===== src/rtl/uart_pkg.sv =====
// Shared UART types and constants for the transmitter and receiver.
// Frame format is 8N1 on an idle-high line.
package uart_pkg;

  typedef enum logic {
    IDLE,
    TRANSMITTING
  } uart_tx_state_t;

  localparam int UART_BAUD_DIV   = 2604;
  localparam int UART_FRAME_BITS = 10;

endpackage


===== src/rtl/uart_baud_tick.sv =====
// Bit-period counter: runs 0..BAUD_DIV-1 while enabled.
// tick marks the last cycle of each bit period.
module uart_baud_tick #(
  parameter int BAUD_DIV = 2604
) (
  input  logic clk,
  input  logic rst,
  input  logic clr,
  input  logic en,
  output logic tick
);

  localparam int W = (BAUD_DIV > 1) ? $clog2(BAUD_DIV) : 1;
  localparam logic [W-1:0] LAST = W'(BAUD_DIV - 1);

  logic [W-1:0] cnt;

  assign tick = en & (cnt == LAST);

  always_ff @(posedge clk or posedge rst) begin
    if (rst) begin
      cnt <= '0;
    end else if (clr || tick) begin
      cnt <= '0;
    end else if (en) begin
      cnt <= cnt + 1'b1;
    end
  end

endmodule


===== src/rtl/uart_tx_buffered.sv =====
// 8N1 serial transmitter with a one-byte holding register,
// so a queued byte starts right after the previous stop bit.
module uart_tx_buffered
  import uart_pkg::*;
#(
  parameter int BAUD_DIV = UART_BAUD_DIV
) (
  input  logic       clk,
  input  logic       rst,
  input  logic       trmt,
  input  logic [7:0] tx_data,
  output logic       tx_rdy,
  output logic       TX,
  output logic       tx_busy,
  output logic       tx_done,
  output logic       tx_ovr
);

  localparam logic [3:0] LAST_BIT = 4'(UART_FRAME_BITS - 1);

  uart_tx_state_t state;
  logic [7:0]     hold;
  logic [9:0]     shift_reg;
  logic [3:0]     bit_cnt;
  logic           tick;
  logic           frame_end;
  logic           load;
  logic           accept;

  assign frame_end = (state == TRANSMITTING) & tick & (bit_cnt == LAST_BIT);
  assign load      = ~tx_rdy & ((state == IDLE) | frame_end);
  assign accept    = trmt & tx_rdy;
  assign tx_busy   = (state == TRANSMITTING);
  assign TX        = shift_reg[0];

  uart_baud_tick #(
    .BAUD_DIV(BAUD_DIV)
  ) u_baud (
    .clk (clk),
    .rst (rst),
    .clr (load),
    .en  (state == TRANSMITTING),
    .tick(tick)
  );

  // Holding register; load and accept are mutually exclusive via tx_rdy.
  always_ff @(posedge clk or posedge rst) begin
    if (rst) begin
      hold   <= '0;
      tx_rdy <= 1'b1;
      tx_ovr <= 1'b0;
    end else begin
      tx_ovr <= trmt & ~tx_rdy;
      if (load) begin
        tx_rdy <= 1'b1;
      end else if (accept) begin
        hold   <= tx_data;
        tx_rdy <= 1'b0;
      end
    end
  end

  always_ff @(posedge clk or posedge rst) begin
    if (rst) begin
      state     <= IDLE;
      shift_reg <= '1;
      bit_cnt   <= '0;
      tx_done   <= 1'b0;
    end else begin
      tx_done <= frame_end;
      case (state)
        IDLE: begin
          if (load) begin
            shift_reg <= {1'b1, hold, 1'b0};
            bit_cnt   <= '0;
            state     <= TRANSMITTING;
          end
        end
        TRANSMITTING: begin
          if (load) begin
            shift_reg <= {1'b1, hold, 1'b0};
            bit_cnt   <= '0;
          end else if (frame_end) begin
            shift_reg <= '1;
            bit_cnt   <= '0;
            state     <= IDLE;
          end else if (tick) begin
            shift_reg <= {1'b1, shift_reg[9:1]};
            bit_cnt   <= bit_cnt + 4'd1;
          end
        end
        default: begin
          shift_reg <= '1;
          bit_cnt   <= '0;
          state     <= IDLE;
        end
      endcase
    end
  end

endmodule

===== config.mk =====
export PLATFORM = sky130hd
export DESIGN_NAME = uart_tx_buffered
export DESIGN_NICKNAME = d
export VERILOG_FILES = /design/src/rtl/uart_pkg.sv /design/src/rtl/uart_baud_tick.sv /design/src/rtl/uart_tx_buffered.sv
export SDC_FILE = /design/constraint.sdc
export NUM_CORES = 1
export LEC_CHECK = 0
export CORE_ASPECT_RATIO = 0.9
export CORE_MARGIN = 2
export CORE_UTILIZATION = 55
export DETAILED_ROUTE_END_ITERATION = 8
export PLACE_DENSITY_LB_ADDON = 0.12
export SYNTH_ARGS = -nofsm -noshare
export SYNTH_HDL_FRONTEND = slang
export SYNTH_SLANG_ARGS = --single-unit

===== constraint.sdc =====
create_clock -name clk -period 4.15 [get_ports clk]
set_input_delay 1.245 -clock clk [delete_from_list [all_inputs] [get_ports clk]]
set_output_delay 1.245 -clock clk [all_outputs]
set_load 0.005 [all_outputs]

; Word-level counts from Yosys, hierarchy flattened
; Cells that the tools add are included.
[word_totals]
regBits = 38
in_bits = 11
output_inout_bits = 5
[classes]
add_sub_neg = 2
n_eq_ne = 4
mux = 18
n_bitwise = 10
n_reduce_logical = 5
[op_table]
columns = op, n
row1 = $mux 10, 4
row2 = $mux 12, 2
row3 = $pmux 10 s2, 1
row4 = $mux 4, 4
row5 = $add 12x1->12 const B, 1
row6 = $eq 12x12->1 const B, 1
row7 = $pmux 4 s2, 1
row8 = $and 1x1->1, 6
row9 = $mux 1, 5
row10 = $add 4x1->4 const B, 1
row11 = $eq 4x4->1 const B, 1
row12 = $ne 4x1->1 const B, 1
row13 = $reduce_and 2->1, 2
row14 = $reduce_bool 2->1, 2
row15 = $not 1->1, 3
row16 = $ne 2x1->1 const B, 1
row17 = $pmux 1 s2, 1
row18 = $logic_or 1x1->1, 1
row19 = $or 1x1->1, 1

; Depth between registers and ports, before layout
; Gate-level depths: netlist of run 1.
[logic_depth]
depth_word = 8
depth_mapped = 6

; Modules after synthesis
; Synthesis of run 1 repeated with hierarchy kept, for this count alone.
[unflattened]
cells_unflattened = 169
area_unflattened_um2 = 1874.3
[modules_own_cells]
columns = mod, instances, cells_per_inst, area_per_inst_um2, seq_area_each_um2
row1 = uart_tx_buffered, 1, 104, 1219.9, 638.1
row2 = uart_baud_tick, 1, 65, 654.4, 300.3

; Worst setup path before layout of run 1
; OpenSTA, ideal clock, no wires.
[synth_timing]
path_type = in2reg
start = input trmt
end = register hold[0]
setup_ns = 0.125
arrival_ns = 1.814
required_time_ns = 4.025
slack_ns = 2.212
stages = 2
n_path_buf = 0
path_cell_list = nand2_1 -> mux2_2
[synth_via]
elab_chain_len = 2
[synth_rtl]
columns = element, line_no
row1 = from (decl), uart_tx_buffered.sv:10  ; input logic trmt,
row2 = $and 1x1->1, uart_tx_buffered.sv:32  ; assign accept = trmt & tx_rdy;
row3 = $reduce_and 2->1 (no source line), n/a
row4 = to (signal assigned), uart_tx_buffered.sv:57  ; hold <= tx_data;
row5 = to (decl), uart_tx_buffered.sv:22  ; logic [7:0] hold;
; No other way between the ends.
; A chain may end at the register's enable or synchronous reset.

; Final worst setup path of run 1
[layout_timing]
start = register tx_rdy
end = output tx_rdy
[layout_lines]
columns = element, line_no
row1 = from (decl), uart_tx_buffered.sv:12  ; output logic tx_rdy,
row2 = from (signal assigned), uart_tx_buffered.sv:50  ; tx_rdy <= 1'b1;
row3 = from (signal assigned), uart_tx_buffered.sv:55  ; tx_rdy <= 1'b1;
row4 = from (signal assigned), uart_tx_buffered.sv:58  ; tx_rdy <= 1'b0;
; No word-level cell between the ends.

==> run_results.csv, run 1 <==
group,metric,value,unit
detailed_routing,avgViaCountPerCell,5.98,
cells_and_area,area_growth,14.5,%
cells_and_area,drive_gt1_frac,0.176,
clocking,cts_tree,"built",
hold_path,holdCritStartpoint,"shift_reg[2]",
pwr,worst_ir_drop_vdd,0.000227,V
logic_synthesis,synthFlopType,"dfrtp_1",
status,status,"finished, final reports clean",
clocking,insertion_delay,0.34,ns
clocking,cts_num_sinks,37,
floorplan,initial_core_util,0.577,
critical_path,cp.depth,1,
clocking,cts_buffer_depth,2,
floorplan,chipHeight,57.6,um
detailed_routing,firstDrtPassIters,4,
logic_synthesis,syn_area_per_cell,10.8,um2
critical_path,r2r_slack,1.98,ns
clocking,numCtsBuffers,5,
logic_synthesis,synthArstFlopShare,1.00,
placement,port_buffers,15,
clocking,clk_pin_slew_worst_paths,0.11,ns
sta,finalCriticalPeriod,2.74,ns
critical_path,endpoint_kind,"output pin",
sta,fin_skew,0.0112,ns
sta,finalSetupViolCount,0,
cells_and_area,n_antenna_cell,0,
floorplan,core,0.00304,mm2
clocking,cts_resized,0,
critical_path,ff2ff_path_depth,4,
clocking,postCtsSetupBuffers,0,
detailed_routing,vias,1339,
sta,clock.fmax,364,MHz
logic_synthesis,syn-cell-area,0.00176,mm2
sta,final.period_utilization,0.661,
detailed_routing,drt_wl_total,3430,um
logic_synthesis,synth_edf_count,0,
floorplan,rows,19,
global_route,globalRouteOverflowTotal,0,
clocking,root_buffer,"clkbuf_4",
critical_path,cp.arrival,1.50,ns
critical_path,cp-start-kind,"flip-flop",
floorplan,ios,16,
critical_path,cp_max_fo,9,
pwr,p_per_area,343,mW/mm2
logic_synthesis,synth_seq_cells,37,
critical_path,worst-path-buf-inv,1,
hold_path,min_to,"shift_reg[2]",
placement,dp_slack,1.66,ns
job,max_cap_violations,0,
global_route,grt_pass1_wl,5910,um
critical_path,path_class,"reg2out",
logic_synthesis,seq_area_frac_synth,0.534,
detailed_routing,drc,0,
logic_synthesis,synth_warnings,0,
sta,rsz0062_at_grt,"false",
sta,tns,0,ns
global_route,grt_antenna_before_repair,0,
critical_path,cpLargestDelayFamily,"flip-flops",
pwr,p_leak,0.800,nW
floorplan,dieArea,0.00366,mm2
critical_path,cp.required,2.90,ns
clocking,cts_hold_buf,0,
hold_path,holdPathStages,2,
cells_and_area,fillerInstances,280,
hold_path,hold_class,"reg2reg",
detailed_routing,postRouteAntennaNets,0,
detailed_routing,drtIter0Drc,106,
logic_synthesis,synth_nets,176,
sta,setup_ws,1.41,ns
logic_synthesis,syn_inst,162,
cells_and_area,largest_reg_flops,12,
critical_path,slowest_delay,0.63,ns
critical_path,r2r_start,"u_baud.cnt[6]",
placement,dp_hpwl,2410,um
global_route,grt_max_degree,38,
critical_path,crit_chain,"clkdlybuf4s50_1",
global_route,gr-usage-all-layers,0.215,
critical_path,crit-reg2reg-capture,"shift_reg[5]",
clocking,htree_levels,2,
floorplan,die_w,63.6,um
detailed_routing,wl_per_cell,15.3,um
sta,tightest_slew,0.786,ns
sta,finalMaxSlewViolations,0,
placement,routabilityCongestion,0.803,
critical_path,slowest_stage,"dfstp_2",
global_route,first_global_vias,1263,
sta,hold_viol,0,
cells_and_area,final_nets,195,
logic_synthesis,synth_cell_type_count,40,
sta,slew-limit-headroom,0.469,
==> routing by layer <==
metal | wire length, um | track usage | share of wire | vias to the layer above
met1 | 1620 | 0.285 | 0.47 | 652
met2 | 1590 | 0.331 | 0.46 | 37
li1 | - | - | - | 645
met3 | 169 | 0.0757 | 0.049 | 5
met4 | 48 | 0.0776 | 0.014 | 0
met5 | 0 | 0 | 0 | -
==> worst max path at each step <==
stage	startpoint	to	slack, ns
final	tx_rdy	tx_rdy	1.41
after detailed placement	trmt	hold[0]	1.66
after global placement	trmt	hold[7]	1.69
after floorplan	rst	bit_cnt[0]	2.09
after global routing	tx_rdy	tx_rdy	1.34
after CTS	tx_rdy	tx_rdy	1.38
==> through the flow <==
step | utilization | hold WS, ns | area [um2] | power, mW | instances
after floorplan | - | 0.442 | 1760 | 0.471 | 162
after global placement | 0.642 | 0.452 | 1950 | 0.491 | 216
after detailed placement | 0.642 | 0.455 | 1950 | 0.499 | 216
after CTS | 0.661 | 0.471 | 2010 | 0.697 | 224
after global routing | 0.661 | 0.502 | 2010 | 0.727 | 224
final | 0.661 | 0.468 | 2010 | 0.690 | 224
==> cell families after synthesis <==
family                     synth area share
and+or+nand+nor                       0.183
AOI/OAI and AO/OA                     0.152
DFF                                   0.534
buffers and inverters                0.0271
muxes                                0.0570
xor gates and xnor gates             0.0249
adders and majority gates            0.0214
==> synth_stat cells (2+ instances only) <==
library cell / count / area [um2]
o21ai_0: 9 / 45.0
and2_1: 2 / 12.5
nor4b_1: 2 / 17.5
nand4_1: 6 / 37.5
a21oi_1: 7 / 35.0
nand2b_1: 2 / 12.5
o22ai_1: 9 / 56.3
nand2_1: 15 / 56.3
or3_1: 4 / 25.0
nor2_1: 6 / 22.5
a41oi_1: 2 / 17.5
o21ai_1: 8 / 40.0
buf_2: 2 / 10.0
ha_1: 3 / 37.5
inv_1: 5 / 18.8
xor2_1: 5 / 43.8
clkbuf_1: 3 / 11.3
o21a_1: 2 / 15.0
mux2_2: 8 / 90.1
nand3_1: 6 / 30.0
dfstp_2: 10 / 263
dfrtp_1: 27 / 676
or4b_4: 2 / 27.5
==> where the power goes <==
group | switching [mW] | leakage [nW] | internal [mW]
sequential | 0.0247 | 0.446 | 0.403
clock | 0.115 | 0.0326 | 0.0837
combinational | 0.0196 | 0.321 | 0.0444
total | 0.160 | 0.800 | 0.531
==> layout make-up <==
class / instances / area (um2) / area share
clock buffer: 8 / 58.8 / 0.0292
inverter: 5 / 18.8 / 0.00933
multi-input combinational: 114 / 771 / 0.383
sequential: 37 / 938 / 0.466
tap: 42 / 52.6 / 0.0261
timing repair buffer: 18 / 173 / 0.0858
==> cell usage in the layout, fill, tap and decap left out, drive strengths merged <==
cell type and n:
dfrtp 27, o21ai 17, nand2 15, clkdlybuf4s50 15, dfstp 10, o22ai 9, mux2 8, clkbuf 8
a21oi 7, nand3 6, nor2 6, nand4 6, xor2 5, inv 5, or3 4, ha 3
buf 3, nor4b 2, nand2b 2, and2 2, or4b 2, a41oi 2, o21a 2, and4 2
and3 1, nor3 1, nand3b 1, a32oi 1, o41ai 1, a31o 1, a31oi 1, o31ai 1
or4 1, nor4 1, nor2b 1, nor3b 1, nor4bb 1, mux2i 1
(Power assumes the default switching activity.)
==> run 2: changes to the inputs <==
- clock period: 4.15 -> 2.6 ns (I/O delays scaled with it)
==> run_results.csv, run 2 (synthesized netlist as in run 1, its figures left out) <==
group,metric,value,unit
clocking,cts_num_sinks,37,
clocking,cts_buffer_depth,2,
floorplan,ios,16,
detailed_routing,route.top_layer_used,"met4",
detailed_routing,vias,1305,
cells_and_area,final_cell_mix,"27 x dfrtp_1, 15 x nand2_1, 15 x clkdlybuf4s50_1",
pwr,switching_power,0.270,mW
floorplan,dieArea,0.00366,mm2
detailed_routing,drt-met1-wl,1610,um
clocking,root_buffer,"clkbuf_4",
pwr,worst_ir_drop_vdd,0.000545,V
pwr,comb_power_share,0.094,
floorplan,core,0.00304,mm2
detailed_routing,drc,0,
clocking,clk_pin_slew_worst_paths,0.13,ns
critical_path,cp.required,1.82,ns
placement,routabilityCongestion,0.861,
sta,clock.fmax,431,MHz
cells_and_area,drive_gt1_frac,0.187,
global_route,globalRouteOverflowTotal,0,
global_route,grt_pass1_wl,5780,um
clocking,cts_hold_buf,0,
clocking,postCtsSetupBuffers,0,
placement,dp_hpwl,2300,um
detailed_routing,avgViaCountPerCell,5.83,
pwr,p_total,1.09,mW
critical_path,worst-path-buf-inv,1,
sta,rsz0062_at_grt,"false",
critical_path,slowest_delay,0.65,ns
clocking,cts_tree,"built",
detailed_routing,postRouteAntennaNets,0,
global_route,grt_max_degree,38,
global_route,gr-usage-all-layers,0.210,
cells_and_area,stdcell_count,224,
sta,tns,0,ns
critical_path,cp-start-kind,"flip-flop",
cells_and_area,n_antenna_cell,0,
placement,placed_cells,216,
critical_path,cpLargestDelayFamily,"flip-flops",
critical_path,path_class,"reg2out",
cells_and_area,largest_reg_flops,12,
critical_path,slowest_stage,"dfstp_2",
clocking,insertion_delay,0.36,ns
sta,fin_skew,0.0186,ns
clocking,cts_resized,0,
sta,finalCriticalPeriod,2.32,ns
sta,tightest_slew,0.746,ns
pwr,power.internal,0.820,mW
critical_path,crit_chain,"clkdlybuf4s50_1",
clocking,htree_levels,2,
detailed_routing,drtIter0Drc,76,
floorplan,die_w,63.6,um
sta,hold_viol,0,
critical_path,cp_max_fo,9,
pwr,p_seq_frac,0.620,
pwr,switching_share,0.248,
floorplan,initial_core_util,0.577,
sta,finalSetupViolCount,0,
status,status,"finished, final reports clean",
cells_and_area,final_common_cell,"dfrtp_1",
pwr,p_per_area,542,mW/mm2
placement,port_buffers,15,
hold_path,hold_class,"reg2reg",
clocking,numCtsBuffers,5,
floorplan,chipHeight,57.6,um
global_route,first_global_vias,1281,
detailed_routing,drt_wl_total,3240,um
sta,finalMaxSlewViolations,0,
detailed_routing,routed-wl-met3,142,um
sta,slew-limit-headroom,0.496,
floorplan,rows,19,
critical_path,cp.arrival,1.54,ns
pwr,clkPwrFrac,0.286,
detailed_routing,dr_wl_met2,1440,um
pwr,p_leak,0.802,nW
critical_path,endpoint_kind,"output pin",
cells_and_area,final_nets,195,
cells_and_area,area_growth,14.6,%
global_route,grt_antenna_before_repair,0,
job,max_cap_violations,0,
sta,final.period_utilization,0.892,
detailed_routing,wl_per_cell,14.4,um
detailed_routing,firstDrtPassIters,4,
-- run 2: cell count changes in the layout (fill, tap and decap cells not counted) --
cell,previous run,this run
clkbuf_1,2,0
clkinv_2,0,1
clkbuf_8,1,0
clkinv_4,0,2
-- run 2: final cells by class --
class                   instances  area (um2)
clock inverters                 3        22.5
well taps                      42        52.6
clock buffers                   5        37.5
fillers                       269        1030
repair buffers                 18         173
inverters                       5        18.8
multi-input cells             114         771
flip-flops and latches         37         938
-- run 2: final timing paths --
path / from / endpoint / slack, ns / cells after the start
worst max-delay path: tx_rdy / tx_rdy / 0.28 / 1
worst min-delay path: shift_reg[4] / shift_reg[4] / 0.47 / 2
worst min register to register: shift_reg[4] / shift_reg[4] / 0.47 / 2
min in group asynchronous: rst / hold[1] / 0.81 / 3
max in group asynchronous: rst / shift_reg[0] / 1.44 / 3
worst max register to register: u_baud.cnt[6] / shift_reg[7] / 0.42 / 4
-- run 2: metrics by stage --
stage | worst slack [ns] | instance area, um2 | hold slack [ns] | util
2_1_floorplan | 0.712 | 1760 | 0.442 | -
3_3_place_gp | 0.555 | 1950 | 0.452 | 0.642
3_5_place_dp | 0.407 | 1950 | 0.456 | 0.642
4_1_cts | 0.276 | 2010 | 0.475 | 0.662
5_1_grt | 0.231 | 2010 | 0.492 | 0.662
6_report | 0.281 | 2010 | 0.473 | 0.662
-- run 2: power groups by stage --
stage          clock [mW]  sequential, mW  combinational [mW]
2_1_floorplan           0           0.676              0.0755
3_3_place_gp            0           0.686               0.100
3_5_place_dp            0           0.688               0.105
4_1_cts             0.318           0.677               0.106
5_1_grt             0.344           0.686               0.116
6_report            0.312           0.676               0.102
-- run 2: per-layer routing --
layer | global-route usage | vias to the layer above
met2 | 0.328 | 26
met3 | 0.0524 | 6
li1 | - | 644
met1 | 0.271 | 629
met5 | 0 | -
met4 | 0.124 | 0
==> run 3: changes to the inputs <==
- DONT_BUFFER_PORTS: not set -> 1
- PLACE_DENSITY: not set -> 0.7
- PLACE_DENSITY_LB_ADDON: 0.12 -> not set
- clock period: 2.6 -> 2.4 ns (I/O delays scaled with it)
==> run_results.csv, run 3 (synthesized netlist as in run 1, its figures left out) <==
group,metric,value,unit
hold_path,hold_class,"in2async",
detailed_routing,drt_wl_total,3440,um
detailed_routing,wl_per_cell,16.3,um
cells_and_area,final_cell_mix,"27 x dfrtp_1, 15 x nand2_1, 10 x dfstp_2",
critical_path,slowest_delay,0.66,ns
global_route,grt_max_degree,38,
sta,slew-limit-headroom,0.485,
cells_and_area,fillerInstances,289,
critical_path,path_class,"reg2reg",
floorplan,initial_core_util,0.577,
clocking,insertion_delay,0.35,ns
pwr,p_total,1.20,mW
placement,dp_hpwl,2390,um
clocking,clk_pin_slew_worst_paths,0.12,ns
floorplan,core,0.00304,mm2
placement,placed_cells,203,
cells_and_area,area_growth,7.48,%
cells_and_area,drive_gt1_frac,0.213,
detailed_routing,postRouteAntennaNets,0,
detailed_routing,drc,0,
sta,rsz0062_at_grt,"false",
sta,finalMaxSlewViolations,0,
sta,finalSetupViolCount,0,
pwr,p_per_area,633,mW/mm2
detailed_routing,drtIter0Drc,107,
pwr,p_leak,0.761,nW
clocking,cts_buffer_depth,2,
cells_and_area,largest_reg_flops,12,
placement,routabilityCongestion,0.777,
critical_path,cp-start-kind,"flip-flop",
clocking,root_buffer,"clkbuf_4",
critical_path,crit_chain,"ha_1 > and4_2 > a41oi_1 > o22ai_1 > o21ai_1",
detailed_routing,firstDrtPassIters,4,
detailed_routing,avgViaCountPerCell,6.02,
clocking,htree_levels,2,
clocking,cts_hold_buf,0,
floorplan,chipHeight,57.6,um
critical_path,slowest_stage,"a41oi_1",
sta,fin_skew,0.0164,ns
floorplan,rows,19,
job,max_cap_violations,0,
critical_path,cp.arrival,2.35,ns
clocking,numCtsBuffers,5,
sta,finalCriticalPeriod,2.08,ns
global_route,gr-usage-all-layers,0.217,
pwr,worst_ir_drop_vdd,0.000602,V
cells_and_area,stdcell_count,211,
sta,hold_viol,0,
cells_and_area,final_common_cell,"dfrtp_1",
clocking,cts_num_sinks,37,
global_route,globalRouteOverflowTotal,0,
clocking,postCtsSetupBuffers,0,
sta,clock.fmax,480,MHz
floorplan,dieArea,0.00366,mm2
critical_path,cp.required,2.67,ns
status,status,"finished, final reports clean",
sta,whs,0.348,ns
clocking,cts_resized,0,
global_route,grt_pass1_wl,6040,um
sta,final.period_utilization,0.867,
critical_path,cp_max_fo,8,
global_route,first_global_vias,1256,
floorplan,die_w,63.6,um
sta,tightest_slew,0.762,ns
clocking,cts_tree,"built",
cells_and_area,final_nets,182,
global_route,grt_antenna_before_repair,0,
critical_path,endpoint_kind,"flip-flop",
sta,tns,0,ns
detailed_routing,vias,1271,
cells_and_area,n_antenna_cell,0,
floorplan,ios,16,
placement,port_buffers,0,
-- run 3: changes by cell type in the layout (fill, tap and decap cells not counted) --
cell	previous run	this run
clkbuf_8	0	2
buf_4	3	5
clkdlybuf4s50_1	15	0
clkinv_4	2	0
-- run 3: final timing paths --
kind | start | to | slack, ns | cells after the start
worst max-delay path | u_baud.cnt[0] | shift_reg[5] | 0.32 | 5
worst min-delay path | rst | u_baud.cnt[10] | 0.35 | 2
worst max register to register | u_baud.cnt[0] | shift_reg[5] | 0.32 | 5
worst min register to register | shift_reg[7] | shift_reg[7] | 0.47 | 2
max in group asynchronous | rst | shift_reg[3] | 1.69 | 2
min in group clk | shift_reg[7] | shift_reg[7] | 0.47 | 2
-- run 3: per-layer routing --
layer  vias to the layer above  part of all wire  wire length (um)  global-route usage
met2                        31              0.47              1630               0.340
met5                         -                 0                 0                   0
li1                        616                 -                 -                   -
met4                         0             0.015                50              0.0683
met1                       620              0.47              1610               0.295
met3                         4             0.045               154              0.0660
-- run 3: power breakdown --
group	total [mW]	internal (mW)	switching, mW
sequential	0.738	0.696	0.0415
combinational	0.0887	0.0582	0.0305
clock	0.369	0.170	0.199
-- run 3: critical path: cells and delay by family (launching register included) --
| family | cells | cell delay [ns] |
|---|---|---|
| compound gates | 3 | 1.06 |
| fa+ha+maj | 1 | 0.27 |
| flops | 1 | 0.41 |
| simple gates | 1 | 0.27 |
-- run 3: final cells by class --
type,instances,area (um2),area share
Timing Repair Buffer,5,37.5,0.0199
Sequential cell,37,938,0.497
Clock inverter,1,5.00,0.00265
Multi-Input combinational cell,114,771,0.408
Clock buffer,7,65.1,0.0345
Inverter,5,18.8,0.00994
Tap cell,42,52.6,0.0278
-- run 3: per-stage QoR --
step / area [um2] / setup slack (ns) / util
6_report: 1890 / 0.319 / 0.620
5_1_grt: 1890 / 0.0938 / 0.620
4_1_cts: 1890 / 0.306 / 0.620
3_5_place_dp: 1820 / 0.382 / 0.597
3_3_place_gp: 1820 / 0.488 / 0.597
2_1_floorplan: 1760 / 0.512 / -
